## src/rtl/vga_stream_pkg.sv

```systemverilog
// Shared types and constants for the VGA pixel-stream stages.
// Holds the face index enum, the fade FSM state enum and the stream geometry
// constants used by vga_fade_stage and vga_chan_scale.
package vga_stream_pkg;

    typedef enum logic [1:0] {
        FACE_WOLF  = 2'd0,
        FACE_P2    = 2'd1,
        FACE_TROLL = 2'd2
    } face_t;

    typedef enum logic [1:0] {
        ST_SHOW     = 2'd0,
        ST_FADE_OUT = 2'd1,
        ST_SWAP     = 2'd2,
        ST_FADE_IN  = 2'd3
    } fade_state_t;

    localparam int CHAN_W     = 10;
    localparam int NUM_PIXELS = 307200;
    localparam int LEVEL_MAX  = 16;

endpackage

```

## src/rtl/vga_chan_scale.sv

```systemverilog
// Combinational brightness scaler for one 10-bit colour channel.
// Ports:
//   chan_i  - input channel {8 colour bits, 2 padding bits}
//   level_i - brightness level 0..16 (16 = unity)
//   chan_o  - scaled channel, padding bits forced to zero
module vga_chan_scale
    import vga_stream_pkg::*;
#(
    parameter int LEVEL_W = 5
) (
    input  logic [CHAN_W-1:0]  chan_i,
    input  logic [LEVEL_W-1:0] level_i,
    output logic [CHAN_W-1:0]  chan_o
);

    logic [7:0]  c8;
    logic [12:0] prod;
    logic        unused_bits;

    assign c8   = chan_i[CHAN_W-1:2];
    assign prod = 13'(c8) * 13'(level_i);

    // Level 16 is a 4-bit left shift, so prod[11:4] returns c8 unchanged.
    // prod[12] can only be set by levels above 16, which never occur.
    assign chan_o = {prod[11:4], 2'b00};

    assign unused_bits = ^{chan_i[1:0], prod[12], prod[3:0]};

endmodule

```

## src/rtl/vga_fade_stage.sv

```systemverilog
// Avalon-ST pixel stage between vga_face and the VGA output core.
// Scales every pixel by a per-frame brightness level and, when a new face is
// requested, fades to black over whole frames, swaps face_select during one
// black frame, then fades back in.
// Ports:
//   clk, reset_n            - clock, synchronous active-low reset
//   face_request            - requested face index
//   face_select             - face index driven to vga_face
//   snk_*                   - upstream Avalon-ST sink (data/sop/eop/valid/ready)
//   src_*                   - registered Avalon-ST source toward the VGA core
//   fade_busy               - high whenever the FSM is not in SHOW
//   frame_error             - sticky SOP/EOP position error
//   dbg_state, dbg_level    - FSM state and current brightness level
//
// Handshake: a beat transfers on a port when valid and ready are both high at
// a clk edge. snk_ready = ~src_valid | src_ready, so the single output
// register can always accept a new beat when it is empty or being drained;
// while src_valid & ~src_ready every src_* output holds.
module vga_fade_stage #(
    parameter int NUM_PIXELS      = 307200,
    parameter int CHAN_W          = 10,
    parameter int LEVEL_W         = 5,
    parameter int LEVEL_STEP      = 2,
    parameter int FRAMES_PER_STEP = 2
) (
    input  logic                  clk,
    input  logic                  reset_n,
    input  logic [1:0]            face_request,
    output logic [1:0]            face_select,
    input  logic [3*CHAN_W-1:0]   snk_data,
    input  logic                  snk_startofpacket,
    input  logic                  snk_endofpacket,
    input  logic                  snk_valid,
    output logic                  snk_ready,
    output logic [3*CHAN_W-1:0]   src_data,
    output logic                  src_startofpacket,
    output logic                  src_endofpacket,
    output logic                  src_valid,
    input  logic                  src_ready,
    output logic                  fade_busy,
    output logic                  frame_error,
    output logic [1:0]            dbg_state,
    output logic [LEVEL_W-1:0]    dbg_level
);
    import vga_stream_pkg::fade_state_t;
    import vga_stream_pkg::ST_SHOW;
    import vga_stream_pkg::ST_FADE_OUT;
    import vga_stream_pkg::ST_SWAP;
    import vga_stream_pkg::ST_FADE_IN;
    import vga_stream_pkg::LEVEL_MAX;

    localparam int FC_W = (FRAMES_PER_STEP > 1) ? $clog2(FRAMES_PER_STEP) : 1;
    localparam int PC_W = 19;
    localparam logic [LEVEL_W-1:0] LVL_MAX  = LEVEL_W'(LEVEL_MAX);
    localparam logic [LEVEL_W-1:0] LVL_STEP = LEVEL_W'(LEVEL_STEP);
    localparam logic [FC_W-1:0]    FC_LAST  = FC_W'(FRAMES_PER_STEP - 1);
    localparam logic [PC_W-1:0]    PC_LAST  = PC_W'(NUM_PIXELS - 1);

    fade_state_t          state_q, state_d;
    logic [LEVEL_W-1:0]   level_q, level_d;
    logic [FC_W-1:0]      frame_cnt_q, frame_cnt_d;
    logic [PC_W-1:0]      pix_cnt_q, pix_cnt_d;
    logic [1:0]           face_sel_q, face_sel_d;
    logic                 frame_err_q, frame_err_d;

    logic [3*CHAN_W-1:0]  src_data_q;
    logic                 src_sop_q, src_eop_q, src_valid_q;

    logic                 accept;
    logic                 eop;
    logic                 step_due;
    logic [LEVEL_W-1:0]   lvl_dn, lvl_up;
    logic [3*CHAN_W-1:0]  scaled;

    assign snk_ready = ~src_valid_q | src_ready;
    assign accept    = snk_valid & snk_ready;
    assign eop       = accept & snk_endofpacket;

    // Saturating level steps; the range is clamped to [0, LEVEL_MAX].
    assign lvl_dn   = (level_q <= LVL_STEP) ? '0 : level_q - LVL_STEP;
    assign lvl_up   = (level_q >= LVL_MAX - LVL_STEP) ? LVL_MAX : level_q + LVL_STEP;
    assign step_due = (frame_cnt_q == FC_LAST);

    for (genvar c = 0; c < 3; c++) begin : g_chan
        vga_chan_scale #(
            .LEVEL_W (LEVEL_W)
        ) u_scale (
            .chan_i  (snk_data[c*CHAN_W +: CHAN_W]),
            .level_i (level_q),
            .chan_o  (scaled[c*CHAN_W +: CHAN_W])
        );
    end

    // Fade FSM: every transition happens on an accepted EOP beat, so the
    // level is constant over a whole frame.
    always_comb begin
        state_d     = state_q;
        level_d     = level_q;
        frame_cnt_d = frame_cnt_q;
        face_sel_d  = face_sel_q;
        if (eop) begin
            case (state_q)
                ST_SHOW: begin
                    if (face_request != face_sel_q) begin
                        state_d     = ST_FADE_OUT;
                        frame_cnt_d = '0;
                    end
                end
                ST_FADE_OUT: begin
                    if (step_due) begin
                        frame_cnt_d = '0;
                        level_d     = lvl_dn;
                    end else begin
                        frame_cnt_d = frame_cnt_q + 1'b1;
                    end
                    if (level_d == '0) begin
                        state_d = ST_SWAP;
                    end
                end
                ST_SWAP: begin
                    // The request is sampled only here, so changes during the
                    // fade-out are resolved on this one black frame.
                    face_sel_d  = face_request;
                    frame_cnt_d = '0;
                    state_d     = ST_FADE_IN;
                end
                ST_FADE_IN: begin
                    if (step_due) begin
                        frame_cnt_d = '0;
                        level_d     = lvl_up;
                    end else begin
                        frame_cnt_d = frame_cnt_q + 1'b1;
                    end
                    if (level_d == LVL_MAX) begin
                        state_d = ST_SHOW;
                    end
                end
                default: begin
                    state_d = ST_SHOW;
                end
            endcase
        end
    end

    // Framing monitor: never alters the stream, only flags bad SOP/EOP spacing.
    always_comb begin
        pix_cnt_d   = pix_cnt_q;
        frame_err_d = frame_err_q;
        if (accept) begin
            if (snk_startofpacket && (pix_cnt_q != '0)) begin
                frame_err_d = 1'b1;
            end
            if (snk_endofpacket && (pix_cnt_q != PC_LAST)) begin
                frame_err_d = 1'b1;
            end
            if (snk_endofpacket) begin
                pix_cnt_d = '0;
            end else if (snk_startofpacket) begin
                pix_cnt_d = PC_W'(1);
            end else begin
                pix_cnt_d = pix_cnt_q + 1'b1;
            end
        end
    end

    always_ff @(posedge clk) begin
        if (!reset_n) begin
            state_q     <= ST_SHOW;
            level_q     <= LVL_MAX;
            frame_cnt_q <= '0;
            pix_cnt_q   <= '0;
            face_sel_q  <= 2'd0;
            frame_err_q <= 1'b0;
            src_data_q  <= '0;
            src_sop_q   <= 1'b0;
            src_eop_q   <= 1'b0;
            src_valid_q <= 1'b0;
        end else begin
            state_q     <= state_d;
            level_q     <= level_d;
            frame_cnt_q <= frame_cnt_d;
            pix_cnt_q   <= pix_cnt_d;
            face_sel_q  <= face_sel_d;
            frame_err_q <= frame_err_d;
            if (accept) begin
                src_data_q  <= scaled;
                src_sop_q   <= snk_startofpacket;
                src_eop_q   <= snk_endofpacket;
                src_valid_q <= 1'b1;
            end else if (src_ready) begin
                src_valid_q <= 1'b0;
            end
        end
    end

    assign face_select       = face_sel_q;
    assign src_data          = src_data_q;
    assign src_startofpacket = src_sop_q;
    assign src_endofpacket   = src_eop_q;
    assign src_valid         = src_valid_q;
    assign fade_busy         = (state_q != ST_SHOW);
    assign frame_error       = frame_err_q;
    assign dbg_state         = state_q;
    assign dbg_level         = level_q;

endmodule

```

## config.mk

```make
export PLATFORM = sky130hd
export DESIGN_NAME = vga_fade_stage
export DESIGN_NICKNAME = d
export VERILOG_FILES = /design/src/rtl/vga_stream_pkg.sv /design/src/rtl/vga_chan_scale.sv /design/src/rtl/vga_fade_stage.sv
export SDC_FILE = /design/constraint.sdc
export NUM_CORES = 1
export LEC_CHECK = 0
export ABC_CLOCK_PERIOD_IN_PS = 10500
export CORE_ASPECT_RATIO = 1.1
export CORE_MARGIN = 5
export CORE_UTILIZATION = 32
export CTS_CLUSTER_SIZE = 14
export DETAILED_ROUTE_END_ITERATION = 10
export PLACE_DENSITY_LB_ADDON = 0.12
export SLEW_MARGIN = 20
export SYNTH_ARGS = -nofsm -noshare
export SYNTH_HDL_FRONTEND = slang
export SYNTH_HIERARCHICAL = 1
export SYNTH_SLANG_ARGS = --single-unit
```

## constraint.sdc

```tcl
create_clock -name clk -period 10.5 [get_ports clk]
set_clock_uncertainty 0.1 [all_clocks]
set_input_delay 2.1 -clock clk [delete_from_list [all_inputs] [get_ports clk]]
set_output_delay 2.1 -clock clk [all_outputs]
set_load 0.05 [all_outputs]
```

Yosys cells after proc, flatten, opt, wreduce, memory -nomap -nowiden

Index checks and enable logic that the tools add are counted.
Widths: inputs -> output; s select.

Register bits after elaboration: 57
Input bits: 38
Logic and storage cells: 69

Reductions and logical operators: 15
Multipliers: 3
$lt $le $gt $ge: 2
$add $sub $neg: 4
Muxes and demuxes: 22
Equality and inequality tests: 9
Bitwise logic cells: 4

Operators by type and width:

| operator              | count |
|---|---|
| $mux 5                | 8 |
| $mux 19               | 2 |
| $mul 8x5->12          | 3 |
| $add 19x1->19 const B | 1 |
| $ne 19x19->1 const B  | 1 |
| $reduce_bool 19->1    | 1 |
| $pmux 5 s2            | 1 |
| $pmux 2 s4            | 1 |
| $reduce_and 2->1      | 4 |
| $reduce_bool 2->1     | 4 |
| $mux 1                | 6 |
| $mux 2                | 3 |
| $ne 2x2->1 const B    | 3 |
| $add 5x2->5 const B   | 1 |
| $eq 5x5->1 const B    | 1 |
| $ge 5x4->1 const B    | 1 |
| $le 5x2->1 const B    | 1 |
| $logic_not 5->1       | 1 |
| $sub 5x2->5 const B   | 1 |
| $eq 2x2->1 const B    | 2 |
| $reduce_and 4->1      | 1 |
| $pmux 1 s3            | 1 |
| $and 1x1->1           | 2 |
| $eq 2x1->1 const B    | 1 |
| 7 further kinds       | 8 |

Depth between registers and ports, before layout

Gate-level depths: netlist of the first run.

Depth after elaboration: 8
Mapped depth: 15

Cells and area by module

The synthesis of the first run kept the hierarchy.

By module, submodules not included:

| module                              | times used | sequential area each (um2) | area an instance (um2) | cells each |
|---|---|---|---|---|
| vga_fade_stage                      | 1          | 1,261.2                    | 3,070.4                | 357 |
| vga_chan_scale at g_chan[2].u_scale | 1          | 0.0                        | 1,136.1                | 143 |
| vga_chan_scale at g_chan[1].u_scale | 1          | 0.0                        | 1,134.8                | 143 |
| vga_chan_scale at g_chan[0].u_scale | 1          | 0.0                        | 1,133.6                | 141 |

Worst setup path before layout of the first run

No wires, ideal clock.

Path type: input -> register
From: in snk_data[4]
To: reg src_data_q[9] (netlist: src_data[9])
Arrival: 5.351 ns
Setup slack: 4.973 ns
Stages: 14
Library setup time: 0.076 ns
Path buffers: 0
Cells stage by stage: and2_1 fa_1 fa_1 inv_1 fa_1 inv_1 ha_1 nand2_1 nand2_1 a221o_1 a221o_1 xnor2_1 nand2_1 a21boi_0

Word-level cells in the longest chain between the ends: 1

Ends and longest elaborated chain:

| element                | RTL line              | source |
|---|---|---|
| start: declaration     | vga_fade_stage.sv:30  | `input logic [3*CHAN_W-1:0] snk_data,` |
| $mul 8x5->12           | vga_chan_scale.sv:21  | `assign prod = 13'(c8) * 13'(level_i);` |
| net scaled[9]          | vga_fade_stage.sv:73  | `logic [3*CHAN_W-1:0] scaled;` |
| end signal: assignment | vga_fade_stage.sv:186 | `src_data_q <= scaled;` |
| end: declaration       | vga_fade_stage.sv:66  | `logic [3*CHAN_W-1:0] src_data_q;` |

The timed path passes the listed nets, and every way through them passes these cells.
A chain may end at the register's enable or synchronous reset.

Worst setup path in the final report of the first run

From: in snk_data[16]
To: reg src_data_q[19] (netlist: src_data[19])

The elaborated chain is that of the path after synthesis.

==> summary.txt, run 1 <==
Worst setup path
  • Cell with the largest stage delay on the worst path: fa_1
  • CP Max Fanout: 6
  • Crit path required time: 10.66 ns
  • Arr. time, crit path: slightly above 6 ns
  • Critical path, cell by cell: clkdlybuf4s50_1, and2_1, fa_1, fa_1, inv_1, fa_1, inv_1, ha_1, nand2_1, nand2_1, a221o_1, a221o_1, xnor2_1, nand2_1, a21boi_0
  • Class of the most critical setup path: in -> reg
  • Crit path launch type: input port
  • Element type at the critical path end: flop
  • Largest stage delay, worst path: roughly 0.54 ns

Drt
  • Per-cell routed wire length: approximately 14 um
  • Detailed Route Iter0 Violations: 173
  • Final antenna-violating net count: 0
  • Post-Route WL: roughly 15000 um
  • Routed via count: 5264
  • DRC viols: 0
  • Detail-routed via count per cell: between 4 and 5
  • Pre-Repair DR Iteration Count: 4

Power
  • Static leakage: 3.44 nW
  • Max VDD drop: a little over 0.00006 V
  • Switching power as a share of total power: 29.9%
  • Clk network pwr share: a little over two fifths
  • Share of total power in sequential cells: ~36%
  • Power Density: 91.3 mW/mm^2
  • Combinational power share: 20.4%
  • Pint: slightly below 0.0005 W
  • Switching pwr: 0.000212 W

Floorplan
  • Overall die area: about 0.023 mm^2
  • Die X: approximately 150 um
  • Placeable core region: just under 0.02 mm^2
  • Number of core rows: 54
  • I/O pins: a little over 80
  • Initial standard-cell utilization of the core: roughly a third
  • Die Ht: 159 um

Synth
  • Mean cell area of the mapped netlist: 8.26 um^2
  • Number of synthesized register bits: 63
  • Adder and majority cell fraction of the synthesized area: a little over a quarter
  • Async set-or-reset flop fraction in the synthesized netlist: 0%
  • Combinational family with the most area after synthesis: adder cells
  • Unique masters post-synth: 74
  • Post-synthesis compound-gate area fraction: 12.8%
  • Main flop type after synthesis: dfxtp_1
  • YS warnings: 6
  • Register area share after synthesis: about a fifth
  • Number of enable flip-flop cells after synthesis: 0
  • Post-synthesis share of cell area spent on xor and xnor gates: 5.14%
  • Fraction of synthesized area in multiplexers: less than 1%
  • Simple-gate area share of the yosys netlist: 25.9%
  • Post-synthesis instance total: 784
  • Area of the mapped netlist: between 0.006 and 0.007 mm^2

Place
  • Worst setup slack before clock tree synthesis: 4.11 ns
  • Placer Congestion: between 0.7 and 0.8
  • Placed wire-length estimate: around 11000 um
  • Port Buffer Count: between 70 and 80
  • Cell area after placement: between 0.007 and 0.008 mm^2

Finish
  • Antenna diodes: 0
  • Fillcell total: between 2000 and 2500
  • Most frequent cells in the layout: 139 x nand2_1, 96 x inv_1, 75 x clkdlybuf4s50_1, 68 x and2_1, 64 x ha_1
  • Final cell utilization of the core: between 30% and 40%
  • Post-layout nets: between 1000 and 1500
  • Most common cell after layout, fill and taps aside: nand2_1
  • Area added between synthesis and finish: 19.6%
  • Post-route cell area: between 0.007 and 0.008 mm^2
  • Fraction of layout cells with a size suffix above 1: under 10%

Job
  • Number of maximum-capacitance constraint violations: 0

STA
  • Max Transition Viols Final: 0
  • Portion of the clock cycle consumed by the worst path in the final layout: a little under three fifths
  • Smallest hold slack: between 0.3 and 0.4 ns
  • Headroom to the max-slew limit: between 30% and 40%
  • Worst-margin pin slew: a little over 0.9 ns
  • Sum Neg Setup Slack: 0 ns
  • Endpoints failing hold: 0
  • Maximum operating frequency: approximately 170 MHz
  • Final min period: about 6.0 ns
  • Count of endpoints failing setup in the final report: 0
  • Post-route worst setup slack: 4.48 ns
  • Unrepaired setup endpoints after global routing: no

Worst hold path
  • Min-delay worst type: reg -> reg

Global routing
  • Maximum number of pins on one net before global-route repair: 52
  • Antenna violations before repair: 0
  • Global-route total usage across every layer: a little over an eighth
  • Sum of overflow across all layers after global routing: 0
  • Vias in the first global route: 5625
  • Global-route wire length before repair: around 27000 um

Clock tree
  • Clock slew seen by the registers of the worst setup and hold paths: 0.06 ns
  • Clock net sink count: 63
  • H-tree levels: 3
  • # hold bufs at CTS: 0
  • TritonCTS buffer count: 9
  • CTS tree: yes
  • Count of cells resized by post-cts repair: 0
  • Insertion delay of the later-clocked pin in the worst-skew pair: around 0.34 ns
  • Maximum number of buffers from clock root to sink: 2
  • Clk Tree Root Cell: clkbuf_16
  • Post-CTS repair timing setup buffer count: 0

Status
  • Run status: finished clean
-- stage by stage --
stage	total power, W	instances
after floorplan	0.000356	787
final	0.000707	1111
after detailed placement	0.000406	1095
after CTS	0.000722	1111
after global routing	0.000744	1111
after global placement	0.000406	1095
-- power groups by stage --
stage	combinational, W	clock, W	sequential [W]
after floorplan	0.0000679	0	0.000288
after global placement	0.000147	0	0.000259
after detailed placement	0.000147	0	0.000259
after CTS	0.000148	0.000320	0.000254
after global routing	0.000160	0.000329	0.000255
final	0.000144	0.000309	0.000254
-- per-layer routing --
metal	track usage, %	share of wire (%)	vias to the layer above
li1	-	-	2703
met1	17.1	47	2480
met2	24.4	49	71
met3	2.05	3.0	10
met4	3.31	1.0	0
met5	0	0	-
-- critical path: cells and delay by family --
family	cells	cell delay [ns]
xor+xnor	1	0.20
simple gates	4	0.46
fa+ha+maj	4	1.90
compound gates	3	0.90
buf+inv	3	0.61
-- cell usage after synthesis (3+ instances only) --
cell,count,area [um^2]
a21boi_0,33,248
a21boi_1,4,30.0
a21o_1,6,45.0
a21oi_1,10,50.1
a221o_1,4,40.0
a31oi_1,8,50.1
and2_1,68,425
and3_1,3,18.8
and4_1,3,26.3
buf_4,9,67.6
clkbuf_1,11,41.3
conb_1,3,11.3
dfxtp_1,63,1260
fa_1,48,961
ha_1,64,801
inv_1,96,360
mux2i_1,5,50.1
nand2_1,139,522
nand3_1,11,55.1
nand4_1,9,56.3
nor2_1,31,116
nor2b_1,9,56.3
nor3_1,16,80.1
nor3_2,3,30.0
nor4_1,6,37.5
nor4b_1,3,26.3
o21a_1,5,37.5
o21ai_0,11,55.1
o31a_1,3,26.3
or3_1,5,31.3
xnor2_1,24,210
xor2_1,14,123
-- sequential cells by signal, indices dropped and copies added (netlist names) --
| signal | count |
|---|---|
| src_endofpacket | 1 |
| frame_error | 1 |
| dbg_level | 5 |
| face_select | 2 |
| pix_cnt_q | 19 |
| src_valid | 1 |
| src_startofpacket | 1 |
| src_data | 30 |
| frame_cnt_q | 1 |
| dbg_state | 2 |
-- worst paths after layout --
kind | start | end | slack, ns | depth (start not counted)
worst max-delay path | snk_data[16] | src_data[19]$_SDFFE_PN0P_ | 4.48 | 15
worst min-delay path | src_data[3]$_SDFFE_PN0P_ | src_data[3]$_SDFFE_PN0P_ | 0.37 | 2
worst max register to register | dbg_level[3]$_SDFFE_PN0P_ | src_data[19]$_SDFFE_PN0P_ | 6.13 | 15
worst min register to register | src_data[3]$_SDFFE_PN0P_ | src_data[3]$_SDFFE_PN0P_ | 0.37 | 2
-- kinds of logic after synthesis --
family | after synthesis
DFF | 63
adders and majority gates | 113
xor gates and xnor gates | 38
buffers and inverters | 124
and+or+nand+nor | 328
muxes | 5
other | 3
AOI/OAI and AO/OA | 110
-- cell type report --
class	count	area, um^2	share of cell area [%]
multi-input combinational	600	4690	60.5
sequential	63	1260	16.3
clock buffer	10	239	3.09
timing repair buffer	82	801	10.3
tap	252	315	4.07
inverter	98	373	4.81
clock inverter	6	70.1	0.905
Note: power is estimated with default switching activity, not from simulation.
==> run 2, diff against run 1 <==
Settings changed: ABC_CLOCK_PERIOD_IN_PS 10500 to 4900.
Clock period 10.5 ns to 4.9 ns, I/O delays scaled along.
==> run 2 against run 1 <==
Critical path depth unchanged. Final cell count rose by 5.6%. Non-clock buffer count up 62. Utilization is 2.5 points higher. Largest power group unchanged. Sequential share of layout area is 0.99 points lower. Critical path type unchanged. Total power up 130%. Routed wire length is 2.8% higher. Global-route usage rose by 0.081 points. Sequential power is 110% higher. First-iteration DRC count shrank 11%. Via count up 4.3%.
==> summary.txt, run 2 (synthesized netlist as in run 1, its figures left out) <==
STA
  • Endpoints failing hold: 0
  • Headroom to the max-slew limit: 37.5%
  • Final min period: 4.66 ns
  • Post-route worst setup slack: ~0.24 ns
  • Max Transition Viols Final: 0
  • Unrepaired setup endpoints after global routing: yes
  • Count of endpoints failing setup in the final report: 0
  • Maximum operating frequency: approximately 210 MHz
  • Worst-margin pin slew: a little over 0.9 ns
  • Portion of the clock cycle consumed by the worst path in the final layout: 95.2%

Finish
  • Area added between synthesis and finish: 27.4%
  • Flip-flop count of the largest register after layout: 30
  • Post-route cell area: 0.00825 mm^2
  • Most frequent cells in the layout: 139 x nand2_1, 96 x inv_1, 74 x clkdlybuf4s50_1, 68 x and2_1, 68 x buf_4
  • Most common cell after layout, fill and taps aside: nand2_1
  • Fraction of layout cells with a size suffix above 1: between 10% and 20%
  • Antenna diodes: 0
  • Post-layout nets: between 1000 and 1500
  • Number of non-filler instances in the completed layout: between 1000 and 1500

Place
  • Worst setup slack before clock tree synthesis: -0.163 ns
  • Port Buffer Count: 76
  • Cell area after placement: between 0.007 and 0.008 mm^2
  • Cell Count Post-Placement: 1157
  • Placed wire-length estimate: around 12000 um
  • Placer Congestion: between 0.8 and 0.9

Clock tree
  • Clock slew seen by the registers of the worst setup and hold paths: 0.06 ns
  • Insertion delay of the later-clocked pin in the worst-skew pair: 0.34 ns
  • Maximum number of buffers from clock root to sink: 2
  • Count of cells resized by post-cts repair: 0
  • H-tree levels: 3
  • Clock net sink count: between 60 and 70
  • TritonCTS buffer count: 9
  • Post-CTS repair timing setup buffer count: 0
  • # hold bufs at CTS: 0
  • Clk Tree Root Cell: clkbuf_16
  • CTS tree: yes

Drt
  • Final antenna-violating net count: 0
  • Top layer used by detailed routing: met4
  • Length of routed met3 wiring: ~330 um
  • WL met1: 7370 um
  • Metal2 WL: between 7000 and 8000 um
  • Routed via count: 5490
  • Pre-Repair DR Iteration Count: 4
  • Post-Route WL: between 15000 and 20000 um
  • DRC viols: 0
  • Detail-routed via count per cell: approximately 4.7
  • Per-cell routed wire length: ~13 um
  • Detailed Route Iter0 Violations: between 150 and 200

Worst setup path
  • CP Max Fanout: 4
  • Crit path required time: ~5.1 ns
  • Crit path launch type: input port
  • Arr. time, crit path: around 4.8 ns
  • Class of the most critical setup path: in -> reg
  • Element type at the critical path end: flop

Global routing
  • Vias in the first global route: ~5700
  • Antenna violations before repair: 0
  • Global-route wire length before repair: around 27000 um
  • Sum of overflow across all layers after global routing: 0
  • Maximum number of pins on one net before global-route repair: 52
  • Global-route total usage across every layer: a little over an eighth

Floorplan
  • I/O pins: between 80 and 90
  • Overall die area: 0.0232 mm^2
  • Die Ht: 159 um
  • Placeable core region: ~0.02 mm^2
  • Die X: 146 um
  • Number of core rows: 54
  • Initial standard-cell utilization of the core: between 30 and 40%

Power
  • Power Density: between 150 and 200 mW/mm^2
  • Static leakage: roughly 3.8 nW
  • Overall power consumption: roughly 0.0016 W
  • Max VDD drop: roughly 0.00015 V

Worst hold path
  • Min-delay worst type: reg -> reg

Job
  • Number of maximum-capacitance constraint violations: 0

Status
  • Run status: finished clean
-- run 2: stage by stage --
stage | util (%) | setup TNS [ns] | hold slack (ns)
after floorplan | - | 0 | 0.361
after global placement | 39.8 | -0.853 | 0.355
after detailed placement | 39.8 | -1.05 | 0.359
after CTS | 41.5 | 0 | 0.367
after global routing | 41.5 | -0.000335 | 0.379
final | 41.5 | 0 | 0.362
-- run 2: metal layers --
metal / up-vias / track usage, %
li1: 2833 / -
met1: 2586 / 17.4
met2: 53 / 24.1
met3: 18 / 2.33
met4: 0 / 3.39
met5: - / 0
-- run 2: worst max-delay path, stage by stage --
cell and delay, ns:
clkdlybuf4s50_1 0.47, and2_1 0.19, fa_1 0.52, fa_1 0.54
inv_1 0.05, fa_1 0.53, inv_1 0.04, ha_1 0.30
nand2_1 0.08, nand2_1 0.07, a221o_1 0.37, a221o_1 0.36
xnor2_1 0.13, nand2_1 0.06, a21boi_1 0.15
-- run 2: report_power, final --
group | leakage [nW] | switching (W) | total, W | internal [W]
combinational | 3.09 | 0.000193 | 0.000333 | 0.000140
sequential | 0.514 | 0.0000139 | 0.000546 | 0.000532
clock | 0.162 | 0.000256 | 0.000768 | 0.000511
total | 3.76 | 0.000463 | 0.00165 | 0.00118
-- run 2: path summary, 6_finish.rpt --
check	startpoint	endpoint	slack [ns]	cells past startpoint
min reg2reg	src_data[3]$_SDFFE_PN0P_	src_data[3]$_SDFFE_PN0P_	0.36	2
min	src_data[3]$_SDFFE_PN0P_	src_data[3]$_SDFFE_PN0P_	0.36	2
max reg2reg	dbg_level[3]$_SDFFE_PN0P_	src_data[9]$_SDFFE_PN0P_	0.41	14
max	snk_data[4]	src_data[9]$_SDFFE_PN0P_	0.24	15
-- run 2: final cells by class --
type	instances	area [um^2]
Inverter	98	373
Clock buffer	11	243
Multi-Input combinational cell	600	4680
Clock inverter	5	105
Tap cell	252	315
Fill cell	2100	11600
Sequential cell	63	1260
Timing Repair Buffer	144	1270
